[src/rtl/mul_pkg.sv]
// Shared types for the sequential Booth multiplier: op encoding, FSM states and digit count.
package mul_pkg;

  typedef enum logic [1:0] {
    MUL    = 2'b00,
    MULH   = 2'b01,
    MULHSU = 2'b10,
    MULHU  = 2'b11
  } mul_op_t;

  typedef enum logic [1:0] {
    IDLE = 2'b00,
    BUSY = 2'b01,
    DONE = 2'b10
  } mul_state_t;

  // Operands are widened by two bits, so each radix-4 digit covers two of them.
  function automatic int digit_count(input int xlen);
    return (xlen + 2) / 2;
  endfunction

endpackage

[src/rtl/booth_digit_sel.sv]
// Radix-4 Booth digit selector: maps a 3-bit window to 0, +/-A or +/-2A at double width.
module booth_digit_sel #(
  parameter int W = 34
) (
  input  logic        [2:0]   win,
  input  logic signed [W-1:0] a,
  output logic signed [2*W-1:0] mult
);

  logic signed [2*W-1:0] a_ext;

  assign a_ext = {{W{a[W-1]}}, a};

  always_comb begin
    mult = '0;
    unique case (win)
      3'b001, 3'b010: mult = a_ext;
      3'b011:         mult = a_ext <<< 1;
      3'b100:         mult = -(a_ext <<< 1);
      3'b101, 3'b110: mult = -a_ext;
      default:        mult = '0;
    endcase
  end

endmodule

[src/rtl/booth_seq_multiplier.sv]
// Iterative radix-4 Booth multiplier for MUL/MULH/MULHSU/MULHU, one digit per clock,
// valid/ready request and response handshakes, zero-operand early-out and flush.
module booth_seq_multiplier
  import mul_pkg::*;
#(
  parameter int XLEN      = 32,
  parameter bit EARLY_OUT = 1'b1
) (
  input  logic            clk,
  input  logic            rst_n,
  input  logic            flush,
  input  logic            req_valid,
  output logic            req_ready,
  input  logic [1:0]      req_op,
  input  logic [XLEN-1:0] req_rs1,
  input  logic [XLEN-1:0] req_rs2,
  output logic            resp_valid,
  input  logic            resp_ready,
  output logic [XLEN-1:0] resp_data
);

  localparam int W  = XLEN + 2;
  localparam int N  = digit_count(XLEN);
  localparam int CW = $clog2(N + 1);

  mul_state_t            state_q, state_d;
  mul_op_t               op_q, op_d;
  logic signed [W-1:0]   a_q, a_d;
  logic signed [W-1:0]   m_q, m_d;
  logic                  mprev_q, mprev_d;
  logic signed [2*W-1:0] acc_q, acc_d;
  logic [CW-1:0]         cnt_q, cnt_d;
  logic                  resp_valid_q, resp_valid_d;
  logic [XLEN-1:0]       resp_data_q, resp_data_d;

  mul_op_t               req_op_t;
  logic                  req_zero;
  logic signed [2*W-1:0] mult;
  logic [CW:0]           shamt;

  function automatic logic signed [W-1:0] extend(input logic [XLEN-1:0] x, input logic sgn);
    return {{2{sgn & x[XLEN-1]}}, x};
  endfunction

  assign req_op_t = mul_op_t'(req_op);
  assign req_zero = (req_rs1 == '0) || (req_rs2 == '0);
  assign shamt    = {cnt_q, 1'b0};

  booth_digit_sel #(.W(W)) u_digit_sel (
    .win  ({m_q[1], m_q[0], mprev_q}),
    .a    (a_q),
    .mult (mult)
  );

  always_comb begin
    state_d      = state_q;
    op_d         = op_q;
    a_d          = a_q;
    m_d          = m_q;
    mprev_d      = mprev_q;
    acc_d        = acc_q;
    cnt_d        = cnt_q;
    resp_valid_d = resp_valid_q;
    resp_data_d  = resp_data_q;

    if (flush) begin
      state_d      = IDLE;
      resp_valid_d = 1'b0;
      resp_data_d  = '0;
    end else begin
      unique case (state_q)
        IDLE: begin
          if (req_valid) begin
            op_d    = req_op_t;
            a_d     = extend(req_rs1, req_op_t != MULHU);
            m_d     = extend(req_rs2, (req_op_t == MUL) || (req_op_t == MULH));
            mprev_d = 1'b0;
            acc_d   = '0;
            cnt_d   = '0;
            state_d = (EARLY_OUT && req_zero) ? DONE : BUSY;
          end
        end
        BUSY: begin
          acc_d   = acc_q + (mult <<< shamt);
          m_d     = m_q >>> 2;
          mprev_d = m_q[1];
          cnt_d   = cnt_q + 1'b1;
          if (cnt_q == CW'(N - 1)) state_d = DONE;
        end
        DONE: begin
          // First DONE cycle publishes the product; the accumulator is already final.
          if (!resp_valid_q) begin
            resp_valid_d = 1'b1;
            resp_data_d  = (op_q == MUL) ? acc_q[XLEN-1:0] : acc_q[2*XLEN-1:XLEN];
          end else if (resp_ready) begin
            resp_valid_d = 1'b0;
            state_d      = IDLE;
          end
        end
        default: state_d = IDLE;
      endcase
    end
  end

  always_ff @(posedge clk or negedge rst_n) begin
    if (!rst_n) begin
      state_q      <= IDLE;
      op_q         <= MUL;
      a_q          <= '0;
      m_q          <= '0;
      mprev_q      <= 1'b0;
      acc_q        <= '0;
      cnt_q        <= '0;
      resp_valid_q <= 1'b0;
      resp_data_q  <= '0;
    end else begin
      state_q      <= state_d;
      op_q         <= op_d;
      a_q          <= a_d;
      m_q          <= m_d;
      mprev_q      <= mprev_d;
      acc_q        <= acc_d;
      cnt_q        <= cnt_d;
      resp_valid_q <= resp_valid_d;
      resp_data_q  <= resp_data_d;
    end
  end

  assign req_ready  = (state_q == IDLE);
  assign resp_valid = resp_valid_q;
  assign resp_data  = resp_data_q;

endmodule
[config.mk]
export PLATFORM = sky130hd
export DESIGN_NAME = booth_seq_multiplier
export DESIGN_NICKNAME = d
export VERILOG_FILES = /design/src/rtl/mul_pkg.sv /design/src/rtl/booth_digit_sel.sv /design/src/rtl/booth_seq_multiplier.sv
export SDC_FILE = /design/constraint.sdc
export NUM_CORES = 1
export LEC_CHECK = 0
export ABC_AREA = 1
export CELL_PAD_IN_SITES_DETAIL_PLACEMENT = 0
export CELL_PAD_IN_SITES_GLOBAL_PLACEMENT = 1
export CORE_MARGIN = 5
export CORE_UTILIZATION = 30
export DETAILED_ROUTE_END_ITERATION = 7
export GPL_TIMING_DRIVEN = 1
export PLACE_DENSITY = 0.67
export REMOVE_ABC_BUFFERS = 1
export SKIP_CTS_REPAIR_TIMING = 1
export SLEW_MARGIN = 10
export SYNTH_ARGS = -nofsm -noshare
export SYNTH_HDL_FRONTEND = slang
export SYNTH_SLANG_ARGS = --single-unit
[constraint.sdc]
create_clock -name clk -period 7.2 [get_ports clk]
set_clock_uncertainty 0.15 [all_clocks]
set_input_delay 0.72 -clock clk [delete_from_list [all_inputs] [get_ports clk]]
set_output_delay 0.72 -clock clk [all_outputs]
set_load 0.01 [all_outputs]
; Word-level counts from Yosys, hierarchy flattened
; Index checks and enable logic that the tools add are counted.
[classes]
n_addsub = 4
multipliers = 0
n_div = 0
order_cmp = 0
eq_ne = 17
n_shift = 1
muxes = 24
n_bitwise = 4
reduce_logical = 16
[op_table]
columns = op, n
row1 = 68-bit case mux with 4 select lines, 1
row2 = 68-bit case mux with 2 select lines, 1
row3 = 32-bit 2-to-1 mux, 4
row4 = 68-bit adder, 1
row5 = 68-bit 2-to-1 mux, 1
row6 = 33-bit negation with 68-bit output, 1
row7 = 34-bit negation with 68-bit output, 1
row8 = 34-bit case mux with 2 select lines, 1
row9 = 68-bit by 6-bit <<< shifter with 68-bit output, 1
row10 = 32-bit zero test, 2
row11 = 34-bit 2-to-1 mux, 1
row12 = 2-bit 2-to-1 mux, 6
row13 = "3-bit != test, second input constant", 4
row14 = 5-bit case mux with 2 select lines, 1
row15 = "3-bit equality test, second input constant", 3
row16 = 4-bit AND reduction, 2
row17 = "3-bit by 2-bit equality test with 1-bit output, second input constant", 2
row18 = 2-bit zero test, 3
row19 = "2-bit != test, second input constant", 3
row20 = 2-bit case mux with 3 select lines, 1
row21 = 3-bit AND reduction, 2
row22 = "5-bit by 1-bit adder with 5-bit output, second input constant", 1
row23 = "5-bit equality test, second input constant", 1
row24 = 1-bit 2-to-1 mux, 5
row25 = 11 further kinds, 17
[word_totals]
reg_bits = 178
latch_bits = 0
mem_bits_rw = 0
rom_bits = 0
output_inout_bits = 34
elab_cells = 76
memories = 0

; Depth between registers and ports, before layout
; Gate-level depths: netlist (run 1).
[depth]
depth_word = 6
depth_mapped = 35

; Modules after synthesis
; A second synthesis (run 1) with hierarchy kept.
[hier_totals]
hier_cells = 3089
area_unflattened_um2 = 18041.1
[modules_own_cells]
columns = mod, instances, cells_per_inst, area_per_inst_um2, seq_area_each_um2
row1 = booth_seq_multiplier, 1, 2647, 15732.6, 4354.2
row2 = booth_digit_sel, 1, 442, 2308.5, 0.0

; Least setup slack after synthesis (run 1)
; Ideal clock, no wire load.
[synth_path]
path_type = reg-to-reg
from = register a_q[1]
to = register acc_q[63]
t_arrival_ns = 3.686
required_ns = 6.933
slack_ns = 3.246
stages_incl_launch_ff = 28
path_buffers = 0
path_cell_list = dfrtp_1 inv_1 ha_1 nand2_1 nor2_4 nand2_4 o21ai_2 nor2_1 nor3_4 o21ai_2 o21ai_2 nand2_1 nand3_1 nand3_1 nand2_1 inv_1 ha_1 a21oi_1 inv_1 a21oi_1 a21boi_0 o21ai_0 a211oi_1 nand2_1 xnor2_1 nand3_1 nand3_1 nand2_1
[synth_between]
elab_chain_cells = 5
[synth_lines]
columns = element, line_no
row1 = from (decl), booth_seq_multiplier.sv:28  ; logic signed [W-1:0] a_q, a_d;
row2 = from (signal assigned), booth_seq_multiplier.sv:109  ; a_q <= '0;
row3 = from (signal assigned), booth_seq_multiplier.sv:119  ; a_q <= a_d;
row4 = 34-bit negation with 68-bit output or 33-bit negation with 68-bit output (tied branches), "booth_digit_sel.sv:19, booth_digit_sel.sv:20"
row5 = 68-bit case mux with 4 select lines *, booth_digit_sel.sv:16  ; unique case (win)
row6 = 68-bit by 6-bit <<< shifter with 68-bit output *, booth_seq_multiplier.sv:84  ; acc_d = acc_q + (mult <<< shamt);
row7 = 68-bit adder *, booth_seq_multiplier.sv:84
row8 = 68-bit case mux with 2 select lines *, booth_seq_multiplier.sv:71  ; unique case (state_q)
row9 = to (signal assigned), booth_seq_multiplier.sv:112  ; acc_q <= '0;
row10 = to (signal assigned), booth_seq_multiplier.sv:122  ; acc_q <= acc_d;
row11 = to (decl), booth_seq_multiplier.sv:31  ; logic signed [2*W-1:0] acc_q, acc_d;
; Mark *: on every way between the ends. The rest lies on a longest branch, timed or not.
; A chain may end at the register's enable or synchronous reset.

; Final worst setup path (run 1)
[layout_path]
from = register a_q[9]
to = register acc_q[61]
; Same word-level chain as after synthesis.

==> out/metrics.csv, run 1 <==
stage,metric,value,unit
finish,diodes,0,
setup_path,cpMaxStageDelayCell,a21boi_0,
place,dpl.hpwl,54700,um
yosys,synth_most_common_cell,nand2_1,
timing,tns,0,ns
finish,drive_above_1_share,3.82,%
run_status,outcome,"finished, violations left",
grt,grt_pass1_wl,103000,um
timing,layout_setup_ws,1.31,ns
yosys,yosysTopAreaCell,dfrtp_1,
setup_path,path_max_fanout,5,
clocking,cts_tree,yes,
grt,antenna_found_initial,2,
clocking,path_clk_slew,0.08,ns
yosys,ys_ff_latch,174,
yosys,synth.top_cell.area_share,27.9,%
hold_path,hold_path_class,primary input to asynchronous set/reset pin,
setup_path,crit_end,acc_q[61],
place,place_congestion,0.975,
yosys,yosysWarnings,0,
yosys,avgSynthCellArea,6.24,um2
place,place_ws,1.51,ns
job,maxCapViolCount,0,
setup_path,start_kind,flop,
clocking,clock_path_buffers,2,
grt,track_usage,23.6,%
floorplan,dieHeight,238,um
floorplan,io_pins,105,
finish,multi_input_area,0.00978,mm2
yosys,synth_common_cells,"nand2_1, inv_1, nor2_1, o21ai_0, nand3_1",
place,io_buffers,104,
route,drt_iter0_drc,1665,
yosys,yosysSeqAreaShare,27.9,%
route,ant_nets,0,
clocking,cts.sinks,174,
timing,finalHoldViolations,2,
route,drcViolationCount,0,
floorplan,die-area,0.0566,mm2
timing,rsz0062_at_grt,false,
floorplan,start_util,30.3,%
finish,nFillCells,5771,
clocking,cts_made_buffers,17,
timing,period_share,81.8,%
clocking,htree_levels,4,
floorplan,rows,83,
place,dpl_cell_area,0.0173,mm2
clocking,cts_root_buf,clkbuf_16,
yosys,synthFlopType,dfrtp_1,
grt,grt_pass1_vias,16664,
setup_path,r2r_start,a_q[9],
clocking,worst_skew_pair.late_latency,0.51,ns
timing,timing.fmax,0.170,GHz
grt,grt_max_degree,99,
setup_path,crit_top_cell,nand2_1,
setup_path,cp.required,7.43,ns
timing,hold_slack,-0.00318,ns
route,firstDrtPassIters,5,
yosys,synth_cells,2501,
yosys,synth_area,0.0156,mm2
setup_path,crit_path_max_incr_delay,0.60,ns
timing,slew_headroom,30.5,%
timing,tightestPinTransition,1.04,ns
timing,setup_viol,0,
grt,globalRoute.totalOverflow,0,
finish,fin_area,0.0179,mm2
setup_path,crit_chain,nor2_2 > nand2_1 > nor3_1 > nand3_1 > nand3_1 > nand4_1 > nand2_1 > nand2_1 > nand2_1 > nand2_1 > nand2_1 > nand3_1 > nand3_1 > o21ai_0 > ha_1 > a21oi_1 > o21ai_0 > a21boi_0 > o21ai_0 > a221oi_1 > nand3_1 > nand2_1 > o21ai_0,
setup_path,endpoint_kind,flop,
finish,area_growth,14.9,%
yosys,ys_async_sr_fraction,100,%
route,drt-total-wl,67800,um
setup_path,reg2regPathDepth,23,
timing,slew_violations,0,
yosys,synthTopCellsByArea,"dfrtp_1, nand2_1, o21ai_0",
floorplan,die-width,238,um
setup_path,crit_start,a_q[9],
setup_path,path_class,flop to flop,
setup_path,rr_endpoint,acc_q[61],
run_status,failed_checks,negative hold slack,
yosys,ys_types,53,
route,wl_per_cell,20.9,um
finish,register_area,0.00435,mm2
route,num_vias,17379,
setup_path,ff2ff_setup_slack,1.31,ns
finish,final_nets,2699,
yosys,synth-edff-count,0,
floorplan,coreArea,0.0514,mm2
timing,post-route-min-period,5.89,ns
setup_path,cp.arrival,6.12,ns
route,via_per_inst,5.36,
==> worst min path at each step <==
| stage | start | to |
|---|---|---|
| detailed placement | m_q[33] | m_q[33] |
| CTS | rst_n | m_q[11] |
| finish | rst_n | m_q[11] |
| floorplan | rst_n | a_q[0] |
| global route | rst_n | m_q[11] |
| global placement | m_q[33] | m_q[33] |
==> per-layer routing <==
layer	track usage (%)	vias up	wire length, um
met1	36.3	8324	34300
met2	34.8	527	28400
met4	5.39	4	1060
li1	-	8470	-
met5	0	-	34
met3	3.72	54	4060
==> per-stage QoR <==
step                      utilization (%)  instances
after floorplan                         -       2401
after global placement               33.7       3212
after detailed placement             33.7       3212
after CTS                            34.9       3244
after global routing                 34.9       3244
final                                34.9       3244
==> cell families after synthesis <==
family | count (synthesis) | synth area share (%)
flip-flops | 174 | 27.9
multiplexers | 6 | 0.385
AO/OA/AOI/OAI | 572 | 21.1
buffers and inverters | 389 | 9.55
adder cells (fa/ha/maj) | 77 | 6.23
XOR/XNOR | 13 | 0.730
AND/OR/NAND/NOR | 1270 | 34.1
==> worst max-delay path, delay by kind of cell, from the launching register on <==
kind / cells / cell delay [ns]
AOI/OAI and AO/OA: 7 / 2.33
adders and majority gates: 1 / 0.38
DFF: 1 / 0.46
and+or+nand+nor: 15 / 2.42
==> state kept, by name, summed over array words and instances, names as in the netlist <==
| signal | flops |
|---|---|
| a_q | 33 |
| acc_q | 64 |
| cnt_q | 5 |
| m_q | 34 |
| mprev_q | 1 |
| op_q | 2 |
| resp_data | 32 |
| resp_valid | 1 |
| state_q | 2 |
==> cell usage in the layout (no fill, tap or decap), types with 27 or more instances in the layout <==
| master | instances |
|---|---|
| nand2_1 | 704 |
| inv_1 | 279 |
| nor2_1 | 249 |
| o21ai_0 | 239 |
| nand3_1 | 210 |
| dfrtp_1 | 174 |
| a21oi_1 | 130 |
| clkdlybuf4s50_1 | 103 |
| ha_1 | 76 |
| o22ai_1 | 39 |
| o21ai_1 | 32 |
| o221ai_1 | 31 |
| buf_4 | 27 |
==> layout make-up <==
class                      count  area share [%]
clock buffer                  18            2.45
multi-input combinational   1938            54.6
timing repair buffer         131            6.96
tap                          680            4.75
inverter                     289            6.05
clock inverter                14           0.922
sequential                   174            24.3
Power of run 1 is left out: the tool's default activity adds up to more than one toggle a clock period on the data nets, which glitch-free logic cannot reach.
==> run 2: changes to the inputs <==
clock period = 6.2 ns   (was 7.2 ns; I/O delays follow)
==> run 2 against run 1 <==
Effect of this change: the run ends with design-rule violations left; non-clock buffer count up 16; register-to-register slack worse by 0.93 ns; core utilization up 0.22 points; critical path depth up 4; count of clock-buffer cells in the layout unchanged; hold slack better by 0.37 ns; critical path type unchanged.
==> out/metrics.csv, run 2 (same netlist as run 1, synthesis figures left out) <==
stage,metric,value,unit,change
finish,fin_area,0.0180,mm2,+0.62%
clocking,cts_root_buf,clkbuf_16,,
place,dpl.hpwl,55200,um,+0.83%
route,drcViolationCount,6,,+6
route,via_per_inst,5.33,,-0.45%
finish,layout_commonest_cell,nand2_1,,
finish,largestRegisters,"acc_q (64), m_q (34), a_q (33)",,
route,drt-total-wl,68800,um,+1.5%
route,num_vias,17386,,+0.040%
clocking,cts_tree,yes,,
finish,largest-register,acc_q,,
grt,track_usage,24.0,%,+0.37 points
clocking,worst_skew_pair.late_latency,0.51,ns,about the same
timing,finalHoldViolations,0,,-2
setup_path,path_max_fanout,6,,+1
setup_path,ff2ff_setup_slack,0.39,ns,-0.93 ns
finish,final_cells,3260,,+0.49%
route,firstDrtPassIters,8,,+3
setup_path,cp.depth,27,,+17%
timing,rsz0062_at_grt,false,,
floorplan,die-area,0.0566,mm2,unchanged
setup_path,rr_endpoint,acc_q[55],,
finish,area_growth,15.6,%,
setup_path,start_kind,flop,,
place,placedCellCount,3226,,+0.44%
floorplan,rows,83,,unchanged
setup_path,crit_top_cell,nand2_1,,
timing,timing.fmax,0.172,GHz,+1.3%
clocking,clock_path_buffers,2,,unchanged
floorplan,dieHeight,238,um,unchanged
setup_path,crit_path_max_incr_delay,0.47,ns,-0.13 ns
setup_path,r2r_start,a_q[0],,
clocking,htree_levels,4,,unchanged
setup_path,cp.required,6.48,ns,-0.95 ns
grt,globalRoute.totalOverflow,0,,unchanged
timing,slew_violations,0,,unchanged
floorplan,die-width,238,um,unchanged
finish,most-common-layout-cells,"nand2_1, inv_1, nor2_1",,
run_status,failed_checks,design-rule violations,,
setup_path,cp_top_family,compound AO/OA/AOI/OAI gates,,
timing,slew_headroom,35.9,%,+5.4 points
setup_path,cpMaxStageDelayCell,a31oi_1,,
setup_path,reg2regPathDepth,27,,+17%
setup_path,endpoint_kind,flop,,
timing,post-route-min-period,5.81,ns,-0.0746 ns
setup_path,crit_buf_inv,2,,+2
run_status,outcome,"finished, violations left",,
grt,grt_pass1_vias,16534,,-0.78%
place,dpl_cell_area,0.0174,mm2,+0.61%
grt,grt_pass1_wl,104000,um,+0.66%
hold_path,hold_path_class,flop to flop,,
finish,largest_reg_flops,64,,unchanged
place,place_congestion,0.966,,-0.90%
route,wl_per_cell,21.1,um,+0.98%
setup_path,cp.arrival,6.10,ns,-0.02 ns
timing,tightestPinTransition,0.961,ns,-0.0804 ns
floorplan,io_pins,105,,unchanged
clocking,path_clk_slew,0.08,ns,about the same
job,maxCapViolCount,0,,unchanged
grt,grt_max_degree,99,,unchanged
setup_path,path_class,flop to flop,,
finish,final_nets,2716,,+0.63%
route,ant_nets,0,,unchanged
timing,period_share,93.8,%,+12 points
timing,setup_viol,0,,unchanged
clocking,cts_made_buffers,17,,unchanged
place,io_buffers,104,,unchanged
floorplan,coreArea,0.0514,mm2,unchanged
route,drt_iter0_drc,1680,,+0.90%
finish,drive_above_1_share,4.42,%,+0.60 points
finish,diodes,0,,unchanged
floorplan,start_util,30.3,%,unchanged
grt,antenna_found_initial,4,,+2
setup_path,crit_end,acc_q[55],,
setup_path,crit_start,a_q[0],,
clocking,cts.sinks,174,,unchanged
[run 2: cell type report]
cell class	count	area [um2]
tap	680	851
timing repair inverter	1	7.51
multi-input combinational	1938	9780
fill	5768	33400
clock inverter	13	136
sequential	174	4350
timing repair buffer	147	1380
inverter	289	1090
clock buffer	18	429
[run 2: per-layer routing]
metal / track usage, % / up-vias / share of wire, %
met2: 36.1 / 526 / 43
met4: 5.53 / 0 / 1.6
met3: 2.85 / 46 / 5.8
met1: 36.8 / 8306 / 50
li1: - / 8508 / -
met5: 0 / - / 0
[run 2: worst min-delay path by stage]
| stage | start | end | slack [ns] | depth (start not counted) |
|---|---|---|---|---|
| floorplan | rst_n | a_q[0] | 0.17 | 0 |
| global placement | m_q[33] | m_q[33] | 0.32 | 2 |
| detailed placement | acc_q[58] | acc_q[58] | 0.34 | 2 |
| CTS | rst_n | a_q[32] | -0.05 | 1 |
| global route | acc_q[58] | acc_q[58] | 0.39 | 2 |
| finish | resp_data[9] | resp_data[9] | 0.36 | 2 |
[run 2: per-stage QoR]
step                utilization [%]  hold WS (ns)  TNS [ns]  setup WS, ns
floorplan                         -         0.174    -0.789        -0.160
global placement               33.9         0.323         0         0.194
detailed placement             33.9         0.343         0         0.262
CTS                            35.0       -0.0498         0         0.219
global route                   35.1         0.386         0        0.0324
finish                         35.1         0.364         0         0.386
[run 2: tightest hold or removal path: stages (launching register included)]
cell	delay, ns
dfrtp_1	0.35
nand3_1	0.07
o21ai_0	0.06
Power of run 2 is left out for the same reason.
